### config.mk
export PLATFORM = sky130hd
export DESIGN_NAME = mux_scan_reg
export DESIGN_NICKNAME = d
export VERILOG_FILES = /design/src/rtl/mux_scan_reg.sv
export SDC_FILE = /design/constraint.sdc
export NUM_CORES = 1
export LEC_CHECK = 0
export BUFFER_PORTS_ARGS = -buffer_cell sky130_fd_sc_hd__buf_2
export CAP_MARGIN = 10
export CORE_UTILIZATION = 35
export DETAILED_ROUTE_END_ITERATION = 16
export GPL_ROUTABILITY_DRIVEN = 0
export HOLD_SLACK_MARGIN = 0.02
export PLACE_DENSITY = 0.72
export SLEW_MARGIN = 20
export SYNTH_ARGS = -nofsm -noshare
export SYNTH_HDL_FRONTEND = slang
export SYNTH_SLANG_ARGS = --single-unit
export TNS_END_PERCENT = 10
### constraint.sdc
create_clock -name clk -period 1.4 [get_ports clk]
set_input_delay 0.07 -clock clk [delete_from_list [all_inputs] [get_ports clk]]
set_output_delay 0.07 -clock clk [all_outputs]
set_load 0.01 [all_outputs]
### src/rtl/mux_scan_reg.sv
// mux_scan_reg: N-channel, W-bit registered selector. Captures one channel either on
// a manual request strobe or by round-robin auto-scan at a programmable divider rate,
// and presents the sample through a single-entry valid/ready output stage.
module mux_scan_reg #(
    parameter int W        = 2,
    parameter int N        = 4,
    parameter int SEL_W    = 2,
    parameter int SCAN_DIV = 4
) (
    input  logic             clk,
    input  logic             rst_n,
    input  logic [N*W-1:0]   din,
    input  logic [SEL_W-1:0] sel,
    input  logic             mode,
    input  logic             req,
    input  logic             clr,
    output logic [W-1:0]     out_data,
    output logic [SEL_W-1:0] out_ch,
    output logic             out_err,
    output logic             out_valid,
    input  logic             out_ready,
    output logic             ovf
);
    localparam int               DIV_W    = $clog2(SCAN_DIV + 1);
    localparam logic [DIV_W-1:0] DIV_LAST = DIV_W'(SCAN_DIV - 1);
    localparam logic [DIV_W-1:0] DIV_ONE  = DIV_W'(1);
    localparam logic [SEL_W-1:0] PTR_LAST = SEL_W'(N - 1);
    localparam logic [SEL_W-1:0] PTR_ONE  = SEL_W'(1);

    typedef enum logic {ST_EMPTY = 1'b0, ST_FULL = 1'b1} state_t;

    state_t             r_state;
    state_t             w_state_nxt;
    logic               r_mode_q;
    logic [SEL_W-1:0]   r_ptr;
    logic [DIV_W-1:0]   r_div;
    logic [W-1:0]       r_data;
    logic [SEL_W-1:0]   r_ch;
    logic               r_err;
    logic               r_ovf;

    logic               w_mode_chg;
    logic               w_slot_free;
    logic               w_div_last;
    logic               w_man_evt;
    logic               w_scan_evt;
    logic               w_cap;
    logic               w_drop;
    logic [SEL_W-1:0]   w_idx;

    // An index outside the populated channels is flagged rather than read.
    function automatic logic idx_bad(input logic [SEL_W-1:0] idx);
        return ({1'b0, idx} >= (SEL_W + 1)'(N));
    endfunction

    // Channel extraction; indices >= N never touch din and yield zero.
    function automatic logic [W-1:0] pick(input logic [N*W-1:0] bus,
                                          input logic [SEL_W-1:0] idx);
        logic [W-1:0] v;
        v = '0;
        for (int c = 0; c < N; c++) begin
            if (idx == SEL_W'(c)) v = bus[c*W +: W];
        end
        return v;
    endfunction

    // Capture decision: a mode change suppresses capture on its own edge.
    always_comb begin
        w_mode_chg  = (mode != r_mode_q);
        w_slot_free = (r_state == ST_EMPTY) || out_ready;
        w_div_last  = (r_div == DIV_LAST);
        w_man_evt   = !mode && req && !w_mode_chg;
        w_scan_evt  = mode && !w_mode_chg && w_div_last;
        w_cap       = (w_man_evt || w_scan_evt) && w_slot_free;
        w_drop      = w_man_evt && !w_slot_free;
        w_idx       = mode ? r_ptr : sel;
    end

    // Scan pointer and divider; a blocked scan event freezes both until the slot frees.
    always_ff @(posedge clk or negedge rst_n) begin
        if (!rst_n) begin
            r_mode_q <= 1'b0;
            r_ptr    <= '0;
            r_div    <= '0;
        end else begin
            r_mode_q <= mode;
            if (w_mode_chg) begin
                r_ptr <= '0;
                r_div <= '0;
            end else if (mode) begin
                if (!w_div_last) begin
                    r_div <= r_div + DIV_ONE;
                end else if (w_slot_free) begin
                    r_div <= '0;
                    r_ptr <= (r_ptr == PTR_LAST) ? '0 : r_ptr + PTR_ONE;
                end
            end
        end
    end

    // Output stage state register.
    always_ff @(posedge clk or negedge rst_n) begin
        if (!rst_n) r_state <= ST_EMPTY;
        else        r_state <= w_state_nxt;
    end

    // Output stage next state: a capture refills with no bubble, otherwise a handshake drains.
    always_comb begin
        w_state_nxt = r_state;
        if (w_cap)                                w_state_nxt = ST_FULL;
        else if (r_state == ST_FULL && out_ready) w_state_nxt = ST_EMPTY;
    end

    // Sample register: loads only on a capture, so fields hold while stalled.
    always_ff @(posedge clk or negedge rst_n) begin
        if (!rst_n) begin
            r_data <= '0;
            r_ch   <= '0;
            r_err  <= 1'b0;
        end else if (w_cap) begin
            r_data <= pick(din, w_idx);
            r_ch   <= w_idx;
            r_err  <= idx_bad(w_idx);
        end
    end

    // Sticky drop flag for manual requests; clear wins over a same-cycle set.
    always_ff @(posedge clk or negedge rst_n) begin
        if (!rst_n)      r_ovf <= 1'b0;
        else if (clr)    r_ovf <= 1'b0;
        else if (w_drop) r_ovf <= 1'b1;
    end

    assign out_data  = r_data;
    assign out_ch    = r_ch;
    assign out_err   = r_err;
    assign out_valid = (r_state == ST_FULL);
    assign ovf       = r_ovf;
endmodule

# Word-level counts from Yosys, hierarchy flattened
# Index checks and enable logic that the tools add are counted.
[op_classes]
add_sub_neg = 2
eq_ne = 7
n_mux = 18
bitwise = 1
n_reduce_logical = 20
[ops]
columns = ["op", "count"]
rows = [
  ["two-way mux 2 bit", 10],
  ["two-way mux 3 bit", 4],
  ["nonzero test 2 bit", 5],
  ["logical AND 1 bit", 7],
  ["equality test 2 bit, second input constant", 3],
  ["two-way mux 1 bit", 4],
  ["adder 3 x 1 -> 3 bit, second input constant", 1],
  ["equality test 3 x 2 -> 1 bit, second input constant", 1],
  ["logical NOT 1 bit", 3],
  ["!= test 3 bit, second input constant", 1],
  ["AND reduction 3 bit", 1],
  ["adder 2 x 1 -> 2 bit, second input constant", 1],
  ["equality test 2 x 1 -> 1 bit, second input constant", 1],
  ["logical NOT 2 bit", 1],
  ["logical OR 1 bit", 2],
  ["AND reduction 2 bit", 1],
  ["!= test 1 bit", 1],
  ["NOT 1 bit", 1],
]
[totals]
register_bits = 12
in_bits = 16
elab_cells = 55

# Longest topological paths before layout
# Gate-level depths: netlist (run 1).
[logic_depth]
depth_word = 7
ltp_mapped = 6
depth_no_buf = 6

# Least setup slack after synthesis (run 1)
# No wires, ideal clock.
[synth_path]
path_type = "register to register"
from = "reg r_mode_q"
to = "reg r_ch[0] (netlist: out_ch[0])"
setup_time_ns = 0.128
arrival_ns = 1.372
required_time_ns = 1.272
path_slack_ns = -0.099
stages_incl_launch_ff = 6
synth_period_minus_slack_ns = 1.499
cell_sequence = "dfrtp_1 inv_1 ha_1 nor3b_2 o21ai_2 mux2_1"
[synth_via]
elab_chain_len = 6
elab_cells_between_ends = 7
[synth_lines]
columns = ["item", "line", "rtl"]
rows = [
  ["start: declaration", "34", "logic r_mode_q;"],
  ["start signal: assignment", "86", "r_mode_q <= mode;"],
  ["!= test 1 bit (*)", "69", "w_mode_chg = (mode != r_mode_q);"],
  ["logical NOT 1 bit (*)", "72, 73", ""],
  ["logical AND 1 bit (2 in series)", "73", "w_scan_evt = mode && !w_mode_chg && w_div_last;"],
  ["logical OR 1 bit (*)", "74", "w_cap = (w_man_evt || w_scan_evt) && w_slot_free;"],
  ["logical AND 1 bit (*)", "74", ""],
  ["end signal: assignment", "122", "r_ch <= w_idx;"],
  ["end: declaration", "38", "logic [SEL_W-1:0] r_ch;"],
]
# Mark *: on every way between the ends. The rest lies on a longest branch, timed or not.
# A chain may end at the register's enable or synchronous reset.

# Worst setup path in the final report (run 1)
# Ends and elaborated chain as after synthesis.

==> results of run 1 <==
[sequential cells by signal, indices dropped and copies added, names as in the netlist]
| name | flops |
|---|---|
| out_ch | 2 |
| r_ptr | 2 |
| out_valid | 1 |
| ovf | 1 |
| r_mode_q | 1 |
| out_data | 2 |
| r_div | 3 |
[layout make-up]
cell class / instances / share of cell area, %
Clock buffer: 4 / 3.74
Inverter: 2 / 0.773
Multi-Input combinational cell: 53 / 41.2
Sequential cell: 12 / 30.9
Tap cell: 25 / 3.22
Timing Repair Buffer: 32 / 20.1
[power by group]
part / total [W] / leakage (nW) / internal (W) / switching [W]
clock network: 0.000285 / 0.0210 / 0.000158 / 0.000126
registers: 0.000455 / 0.157 / 0.000411 / 0.0000436
logic: 0.000362 / 0.298 / 0.000185 / 0.000177
[repair_timing]
item | in CTS | in global routing
gates resized for setup | 7 | 5
setup buffers | 1 | 0
pin swaps | 0 | 5
hold buffers | 3 | 0
hold endpoints to repair | 14 | 0
endpoints found under the setup margin | 8 | 10
[per-layer routing]
layer | share of wire [%] | GRT usage [%] | up-vias
li1 | - | - | 318
met3 | 3.6 | 4.76 | 2
met4 | 1.3 | 7.06 | 0
met2 | 51 | 36.6 | 16
met5 | 0 | 0 | -
met1 | 44 | 19.5 | 305
[through the flow]
step / hold slack (ps) / TNS, ps / area, um2
2_1_floorplan: -226 / -27.9 / 686
3_3_place_gp: -36.4 / -41.1 / 863
3_5_place_dp: -28.8 / -326 / 863
4_1_cts: 114 / -226 / 956
5_1_grt: 112 / -684 / 971
6_report: 112 / -305 / 971
[cell usage after synthesis, types with 2 or more instances]
cell | number | share of area (%)
o21ai_0 | 5 | 3.7
a211oi_1 | 2 | 2.2
inv_1 | 2 | 1.1
nor2_1 | 4 | 2.2
nor2b_1 | 3 | 2.8
a22oi_1 | 2 | 2.2
ha_1 | 4 | 7.5
o31ai_1 | 2 | 2.2
a31oi_1 | 2 | 1.9
o22ai_1 | 2 | 1.9
dfrtp_1 | 12 | 45
nand2_1 | 10 | 5.6
[cells by family (layout without fill, tap and decap cells)]
family | after synthesis | count (layout)
DFF | 12 | 12
muxes | 2 | 2
other | 1 | 1
adders and majority gates | 4 | 4
AOI/OAI and AO/OA | 20 | 20
and+or+nand+nor | 26 | 26
buffers and inverters | 4 | 38
[placed cells by master (no fill, tap or decap), drive strengths merged]
cell / n
or3: 1
nand2b: 2
mux2i: 1
and3: 1
clkbuf: 4
o21a: 1
and3b: 1
inv: 2
a22oi: 2
o31ai: 2
a21oi: 1
nor2: 4
nor3: 1
o22ai: 2
mux2: 1
nand2: 10
nor2b: 3
ha: 4
buf: 29
o22a: 1
dlygate4sd3: 3
dfrtp: 12
a211oi: 2
and2b: 1
nor3b: 2
a32oi: 1
a31oi: 2
conb: 1
o21ai: 6
[critical path, stage by stage, from the launching register on]
cell     delay [ps]
dfrtp_1         410
inv_2            70
ha_4            200
nor3b_4         260
o21ai_4         120
mux2_4          300
[worst min-delay path by stage]
stage	from	depth (start not counted)	end	slack [ps]
after CTS	din[3]	3	out_data[1]	110
after detailed placement	rst_n	1	r_ptr[0]	-30
final	din[3]	3	out_data[1]	110
after floorplan	rst_n	0	out_ch[0]	-230
after global placement	rst_n	1	r_div[0]	-40
after global routing	din[3]	3	out_data[1]	110
==> flow_summary.json, run 1 <==
{
  "die_y_um": 45.8,
  "fmax_mhz": 674,
  "h-tree-depth": 1,
  "peakVddDrop_mv": 0.641,
  "setup_ws_ps": -84.4,
  "clk_root_buffer_cell": "clkbuf_4",
  "status": "finished, violations left",
  "dp_hpwl_um": 1250,
  "async_flop_share_pct": 100,
  "maxCapViolCount": 0,
  "synth_xor_xnor_area_share_pct": 0,
  "grt_overflow_total": 0,
  "area_delta_synth_final_pct": 44.8,
  "io_pins": 23,
  "rsz0062_at_grt": "true",
  "power.total_w": 0.00110,
  "core_area_mm2": 0.00176,
  "diodes": 0,
  "max-clock-path-buffers": 2,
  "crit_path_start_kind": "register",
  "first_global_vias": 659,
  "leakagePower_nw": 0.476,
  "drt_first_pass_iters": 4,
  "antenna_found_initial": 0,
  "clk_pin_slew_worst_paths_ps": 80,
  "cts_tree": "yes",
  "grt_start_max_net_pins": 13,
  "fin_util_pct": 55.0,
  "grt.total_usage_pct": 19.1,
  "power_density_mw_per_mm2": 1130,
  "cts_made_buffers": 3,
  "stdcell_count": 128,
  "worstMarginPinSlew_ps": 511,
  "synth.distinct_cells": 31,
  "multi_input_area_um2": 400,
  "r2r-start": "r_mode_q",
  "synth_fa_ha_area_share_pct": 7.46,
  "hp-class": "in2reg",
  "finalCritPeriodShare_pct": 106,
  "drc": 0,
  "worstSetupPathType": "reg2reg",
  "post_drt_wl_per_cell_um": 12.9,
  "ys_ff_latch": 12,
  "cts_sinks": 12,
  "synth_compound_gate_area_share_pct": 20.0,
  "grt_pass1_wl_um": 2730,
  "seq_area_frac_synth_pct": 44.8,
  "synth.net_count": 89,
  "fillers": 167,
  "synth_mux_area_share_pct": 3.17,
  "initial_utilization_pct": 38.0,
  "r2r_setup_slack_ps": -80,
  "maxSlewHeadroom_pct": 65.8,
  "violations": "setup timing",
  "drt_iter0_drc": 9,
  "finalHoldViolations": 0,
  "syn-cell-area_um2": 671,
  "rows": 15,
  "dieArea_mm2": 0.00210,
  "synthFlopType": "dfrtp_1",
  "synth-edff-count": 0,
  "viasPerCell": 5.01,
  "avgSynthCellArea_um2": 9.72,
  "end_kind": "register",
  "reg2reg_to": "out_ch[0]",
  "die_w_um": 45.8,
  "skew_ps": 2.47,
  "placed_cells": 120,
  "insertion_delay_ps": 280,
  "cp-startpoint": "r_mode_q",
  "syn_inst": 69,
  "pre_cts_ws_ps": -95.0,
  "cp.required_ps": 1570,
  "nets": 124,
  "io_buffers": 21,
  "vias": 641,
  "drive_gt1_share_pct": 42.7,
  "synth_simple_gate_area_share_pct": 21.3,
  "ff_latch_area_um2": 300,
  "cp-endpoint": "out_ch[0]",
  "final-setup-viol-count": 6,
  "synth_top_family_by_area": "simple AND/OR/NAND/NOR gates",
  "cp_max_fo": 5,
  "arrival_ps": 1650,
  "reg2reg_depth": 5,
  "slew_violations": 0,
  "final_antenna_net_count": 0,
  "wirelength_um": 1650,
  "fin_crit_ps": 1480,
  "yosysWarnings": 0
}
No activity file was read; power rests on OpenSTA's default activity.
==> inputs of run 2 (changes only) <==
--- a/config.mk
+++ b/config.mk
@@ -5,13 +5,14 @@
 export SDC_FILE = /design/constraint.sdc
 export NUM_CORES = 1
 export LEC_CHECK = 0
+export ABC_AREA = 1
 export BUFFER_PORTS_ARGS = -buffer_cell sky130_fd_sc_hd__buf_2
 export CAP_MARGIN = 10
 export CORE_UTILIZATION = 35
 export DETAILED_ROUTE_END_ITERATION = 16
 export GPL_ROUTABILITY_DRIVEN = 0
 export HOLD_SLACK_MARGIN = 0.02
-export PLACE_DENSITY = 0.72
+export PLACE_DENSITY = 0.7
 export SLEW_MARGIN = 20
 export SYNTH_ARGS = -nofsm -noshare
 export SYNTH_HDL_FRONTEND = slang
==> constraint.sdc (replaced) <==
create_clock -name clk -period 1.5 [get_ports clk]
set_input_delay 0.075 -clock clk [delete_from_list [all_inputs] [get_ports clk]]
set_output_delay 0.075 -clock clk [all_outputs]
set_load 0.01 [all_outputs]
==> flow_summary.json, run 2 <==
{
  "drt_first_pass_iters": 4,
  "diodes": 0,
  "synth_top_family_by_area": "simple AND/OR/NAND/NOR gates",
  "nets": 142,
  "clk_pin_slew_worst_paths_ps": 80,
  "arrival_ps": 1590,
  "io_pins": 23,
  "leakagePower_nw": 0.508,
  "end_kind": "register",
  "ys_ff_latch": 12,
  "wirelength_um": 1310,
  "cts_made_buffers": 3,
  "synth_mux_area_share_pct": 0,
  "rows": 15,
  "grt_pass1_wl_um": 2130,
  "status": "complete, no violations",
  "synth_fa_ha_area_share_pct": 7.18,
  "slew_violations": 0,
  "antenna_found_initial": 0,
  "synth-edff-count": 0,
  "tns_ps": 0,
  "final-setup-viol-count": 0,
  "hp-start": "din[7]",
  "core_area_mm2": 0.00180,
  "dpl_cell_area_um2": 826,
  "max-clock-path-buffers": 2,
  "drc": 0,
  "finalCritPeriodShare_pct": 91.7,
  "cts_sinks": 12,
  "synth.distinct_cells": 15,
  "peakVddDrop_mv": 0.417,
  "r2r-start": "r_mode_q",
  "hp-class": "in2reg",
  "area_delta_synth_final_pct": 28.0,
  "yosysWarnings": 0,
  "skew_ps": 2.04,
  "dieArea_mm2": 0.00217,
  "cp_max_fo": 9,
  "yosys-top-cells-area": "dfrtp_1 43%, nand2_1 13%, ha_1 7.2%",
  "seq_area_frac_synth_pct": 43.1,
  "h-tree-depth": 1,
  "vias": 644,
  "viasPerCell": 4.41,
  "synth_simple_gate_area_share_pct": 33.8,
  "drive_gt1_share_pct": 26.4,
  "yosysMostFrequentCell": "nand2_1",
  "die_y_um": 46.6,
  "worstSetupPathType": "reg2reg",
  "die_w_um": 46.6,
  "cp.required_ps": 1710,
  "grt_start_max_net_pins": 13,
  "rsz0062_at_grt": "false",
  "largest-register": "r_div",
  "drt_iter0_drc": 14,
  "async_flop_share_pct": 100,
  "initial_utilization_pct": 38.7,
  "first_global_vias": 553,
  "synthFlopType": "dfrtp_1",
  "final_cell_mix": "25 x nand2_1, 21 x buf_2, 13 x inv_1, 12 x nor2_1, 12 x dfrtp_1",
  "grt.total_usage_pct": 13.8,
  "cts_setup_buffers": 0,
  "synth_compound_gate_area_share_pct": 6.82,
  "fin_crit_ps": 1370,
  "fmax_mhz": 727,
  "avgSynthCellArea_um2": 7.41,
  "crit_path_start_kind": "register",
  "stdcell_area_um2": 892,
  "finalHoldViolations": 0,
  "insertion_delay_ps": 270,
  "maxCapViolCount": 0,
  "post_drt_wl_per_cell_um": 8.99,
  "largest_reg_flops": 3,
  "dp_hpwl_um": 1070,
  "synth_common_cells": "25 x nand2_1, 13 x inv_1, 12 x dfrtp_1, 12 x nor2_1, 10 x nand3_1",
  "yosys.area.top_type": "dfrtp_1",
  "final_common_cell": "nand2_1",
  "clk_root_buffer_cell": "clkbuf_4",
  "synth_top_area_share_pct": 43.1,
  "syn_inst": 94,
  "cts_tree": "yes",
  "cp-startpoint": "r_mode_q",
  "synth.net_count": 114,
  "synth_xor_xnor_area_share_pct": 0,
  "grt_overflow_total": 0,
  "power_density_mw_per_mm2": 1140,
  "final_antenna_net_count": 0,
  "syn-cell-area_um2": 697,
  "io_buffers": 21
}
-- run 2: where the power goes --
part           leakage [nW]  total (W)  switching [W]  internal (W)
clock network        0.0210   0.000253       0.000105      0.000147
registers             0.156   0.000444      0.0000455      0.000399
logic                 0.331   0.000320       0.000188      0.000132
total                 0.508    0.00102       0.000339      0.000678
-- run 2: kinds of logic after synthesis --
| kind of cell | Yosys count |
|---|---|
| other | 1 |
| buffers and inverters | 15 |
| AND/OR/NAND/NOR | 53 |
| adder cells (fa/ha/maj) | 4 |
| AO/OA/AOI/OAI | 9 |
| flip-flops | 12 |
-- run 2: final cells by class --
class	count	area (um2)
Fill cell	195	910
Multi-Input combinational cell	67	337
Sequential cell	12	300
Timing Repair Buffer	24	135
Inverter	14	52.6
Clock buffer	4	36.3
Tap cell	25	31.3
-- run 2: final timing paths --
kind	end	slack, ps	depth (start not counted)
max in group asynchronous	r_div[2]	1090	2
worst min-delay path	out_data[1]	130	5
worst max-delay path	out_data[0]	130	9
worst min register to register	out_data[1]	470	2
min in group asynchronous	out_valid	200	2
worst max register to register	out_data[0]	130	9
-- run 2: per-stage QoR --
stage / setup WS, ps / hold slack (ps) / util, % / instances / power (W)
floorplan: 258 / -221 / - / 94 / 0.000653
global route: 12.8 / 158 / 49.5 / 146 / 0.00111
detailed placement: 147 / -32.2 / 45.8 / 139 / 0.000771
CTS: 126 / 116 / 49.5 / 146 / 0.00103
finish: 125 / 126 / 49.5 / 146 / 0.00102
global placement: 191 / -33.6 / 45.8 / 139 / 0.000760
-- run 2: timing repair --
item,CTS,global route
gates resized for setup,0,0
hold buffers,3,0
endpoints found under the hold margin,14,0
-- run 2: routing by layer --
layer / up-vias / global-route usage [%] / wire (um)
met4: 0 / 5.14 / 8
met1: 278 / 17.0 / 655
met2: 20 / 22.8 / 589
li1: 344 / - / -
met3: 2 / 3.53 / 57
met5: - / 0 / 0
-- run 2: critical path: stages (launching register included) --
cell and delay [ps]:
dfrtp_1 350, inv_1 40, ha_1 300, inv_1 140, nand3_2 100, nand2_2 100
nand2_4 80, nor2_1 110, nand2_1 60, nand2_1 50
==> inputs of run 3 (changes only) <==
--- a/config.mk
+++ b/config.mk
@@ -5,7 +5,7 @@
 export SDC_FILE = /design/constraint.sdc
 export NUM_CORES = 1
 export LEC_CHECK = 0
-export ABC_AREA = 1
+export ABC_AREA = 0
 export BUFFER_PORTS_ARGS = -buffer_cell sky130_fd_sc_hd__buf_2
 export CAP_MARGIN = 10
 export CORE_UTILIZATION = 35
==> constraint.sdc (replaced) <==
create_clock -name clk -period 1.8 [get_ports clk]
set_input_delay 0.09 -clock clk [delete_from_list [all_inputs] [get_ports clk]]
set_output_delay 0.09 -clock clk [all_outputs]
set_load 0.01 [all_outputs]
==> flow_summary.json, run 3 (synthesis results as in run 1) <==
{
  "status": "complete, no violations",
  "antenna_found_initial": 0,
  "cts_tree": "yes",
  "worstSetupPathType": "reg2reg",
  "diodes": 0,
  "cp.required_ps": 1970,
  "die_w_um": 45.8,
  "drive_gt1_share_pct": 31.6,
  "area_delta_synth_final_pct": 28.5,
  "drt_first_pass_iters": 4,
  "tns_ps": 0,
  "peakVddDrop_mv": 0.482,
  "h-tree-depth": 1,
  "drt_iter0_drc": 12,
  "wirelength_um": 1440,
  "viasPerCell": 4.91,
  "nets": 116,
  "final_cell_mix": "21 x buf_2, 12 x dfrtp_1, 10 x nand2_1, 5 x o21ai_0",
  "post_drt_wl_per_cell_um": 12.0,
  "max-clock-path-buffers": 2,
  "crit_path_start_kind": "register",
  "leakagePower_nw": 0.429,
  "grt_pass1_wl_um": 2440,
  "final_common_cell": "buf_2",
  "fmax_mhz": 603,
  "final-setup-viol-count": 0,
  "core_area_mm2": 0.00176,
  "drc": 0,
  "maxCapViolCount": 0,
  "largest_reg_flops": 3,
  "end_kind": "register",
  "largest-register": "r_div",
  "hp-class": "in2reg",
  "cp_max_fo": 7,
  "fin_crit_ps": 1660,
  "first_global_vias": 589,
  "placed_cells": 113,
  "finalCritPeriodShare_pct": 92.1,
  "io_buffers": 21,
  "skew_ps": 9.96,
  "io_pins": 23,
  "clk_pin_slew_worst_paths_ps": 80,
  "cts_sinks": 12,
  "r2r-start": "r_mode_q",
  "initial_utilization_pct": 38.0,
  "cp-startpoint": "r_mode_q",
  "slew_violations": 0,
  "final_antenna_net_count": 0,
  "dieArea_mm2": 0.00210,
  "grt_start_max_net_pins": 13,
  "clk_root_buffer_cell": "clkbuf_4",
  "cts_made_buffers": 3,
  "rows": 15,
  "cts_setup_buffers": 0,
  "grt.total_usage_pct": 17.0,
  "insertion_delay_ps": 280,
  "stdcell_count": 120,
  "die_y_um": 45.8,
  "hp-start": "din[2]",
  "arrival_ps": 1830,
  "finalHoldViolations": 0,
  "grt_overflow_total": 0,
  "power_density_mw_per_mm2": 909,
  "worst_hold_slack_ps": 127,
  "vias": 589,
  "dp_hpwl_um": 1150,
  "rsz0062_at_grt": "false"
}
==> run 3: final timing paths <==
| path | slack (ps) | to | depth (start not counted) |
|---|---|---|---|
| hold reg to reg | 500 | ovf | 2 |
| setup reg to reg | 140 | out_ch[0] | 5 |
| max in group asynchronous | 1390 | r_div[0] | 2 |
| min in group asynchronous | 200 | r_mode_q | 2 |
| setup / recovery | 140 | out_ch[0] | 5 |
| hold / removal | 130 | out_data[0] | 3 |
==> run 3: timing repair <==
item / 4_1_cts / 5_1_grt
hold buffers: 3 / 0
resized for setup: 0 / 0
hold endpoints to repair: 14 / 0
==> run 3: final cells by class <==
type,instances,area (um2)
fillers,184,902
flip-flops and latches,12,300
multi-input cells,53,352
well taps,25,31.3
clock buffers,4,36.3
inverters,2,7.51
repair buffers,24,135
==> run 3: report_power, final <==
| group | switching [W] | internal (W) |
|---|---|---|
| registers | 0.0000383 | 0.000320 |
| logic | 0.000110 | 0.0000983 |
| clock network | 0.0000932 | 0.000123 |
==> run 3: stage by stage <==
step	power [W]	cell area, um2	worst slack, ps	util, %
detailed placement	0.000568	796	152	45.1
global route	0.000835	862	25.8	48.9
floorplan	0.000481	671	301	-
finish	0.000783	862	142	48.9
CTS	0.000792	862	134	48.9
global placement	0.000559	796	231	45.1
==> run 3: per-layer routing <==
layer / GRT usage [%] / share of wire, % / vias up
met5: 0 / 0 / -
li1: - / - / 300
met4: 10.6 / 2.4 / 0
met1: 21.7 / 47 / 275
met3: 5.16 / 2.8 / 4
met2: 24.9 / 48 / 10
==> run 3: critical path: stages, from the launching register on <==
cell	delay, ps
dfrtp_1	360
inv_1	50
ha_1	360
nor3b_2	300
o21ai_2	150
mux2_1	330
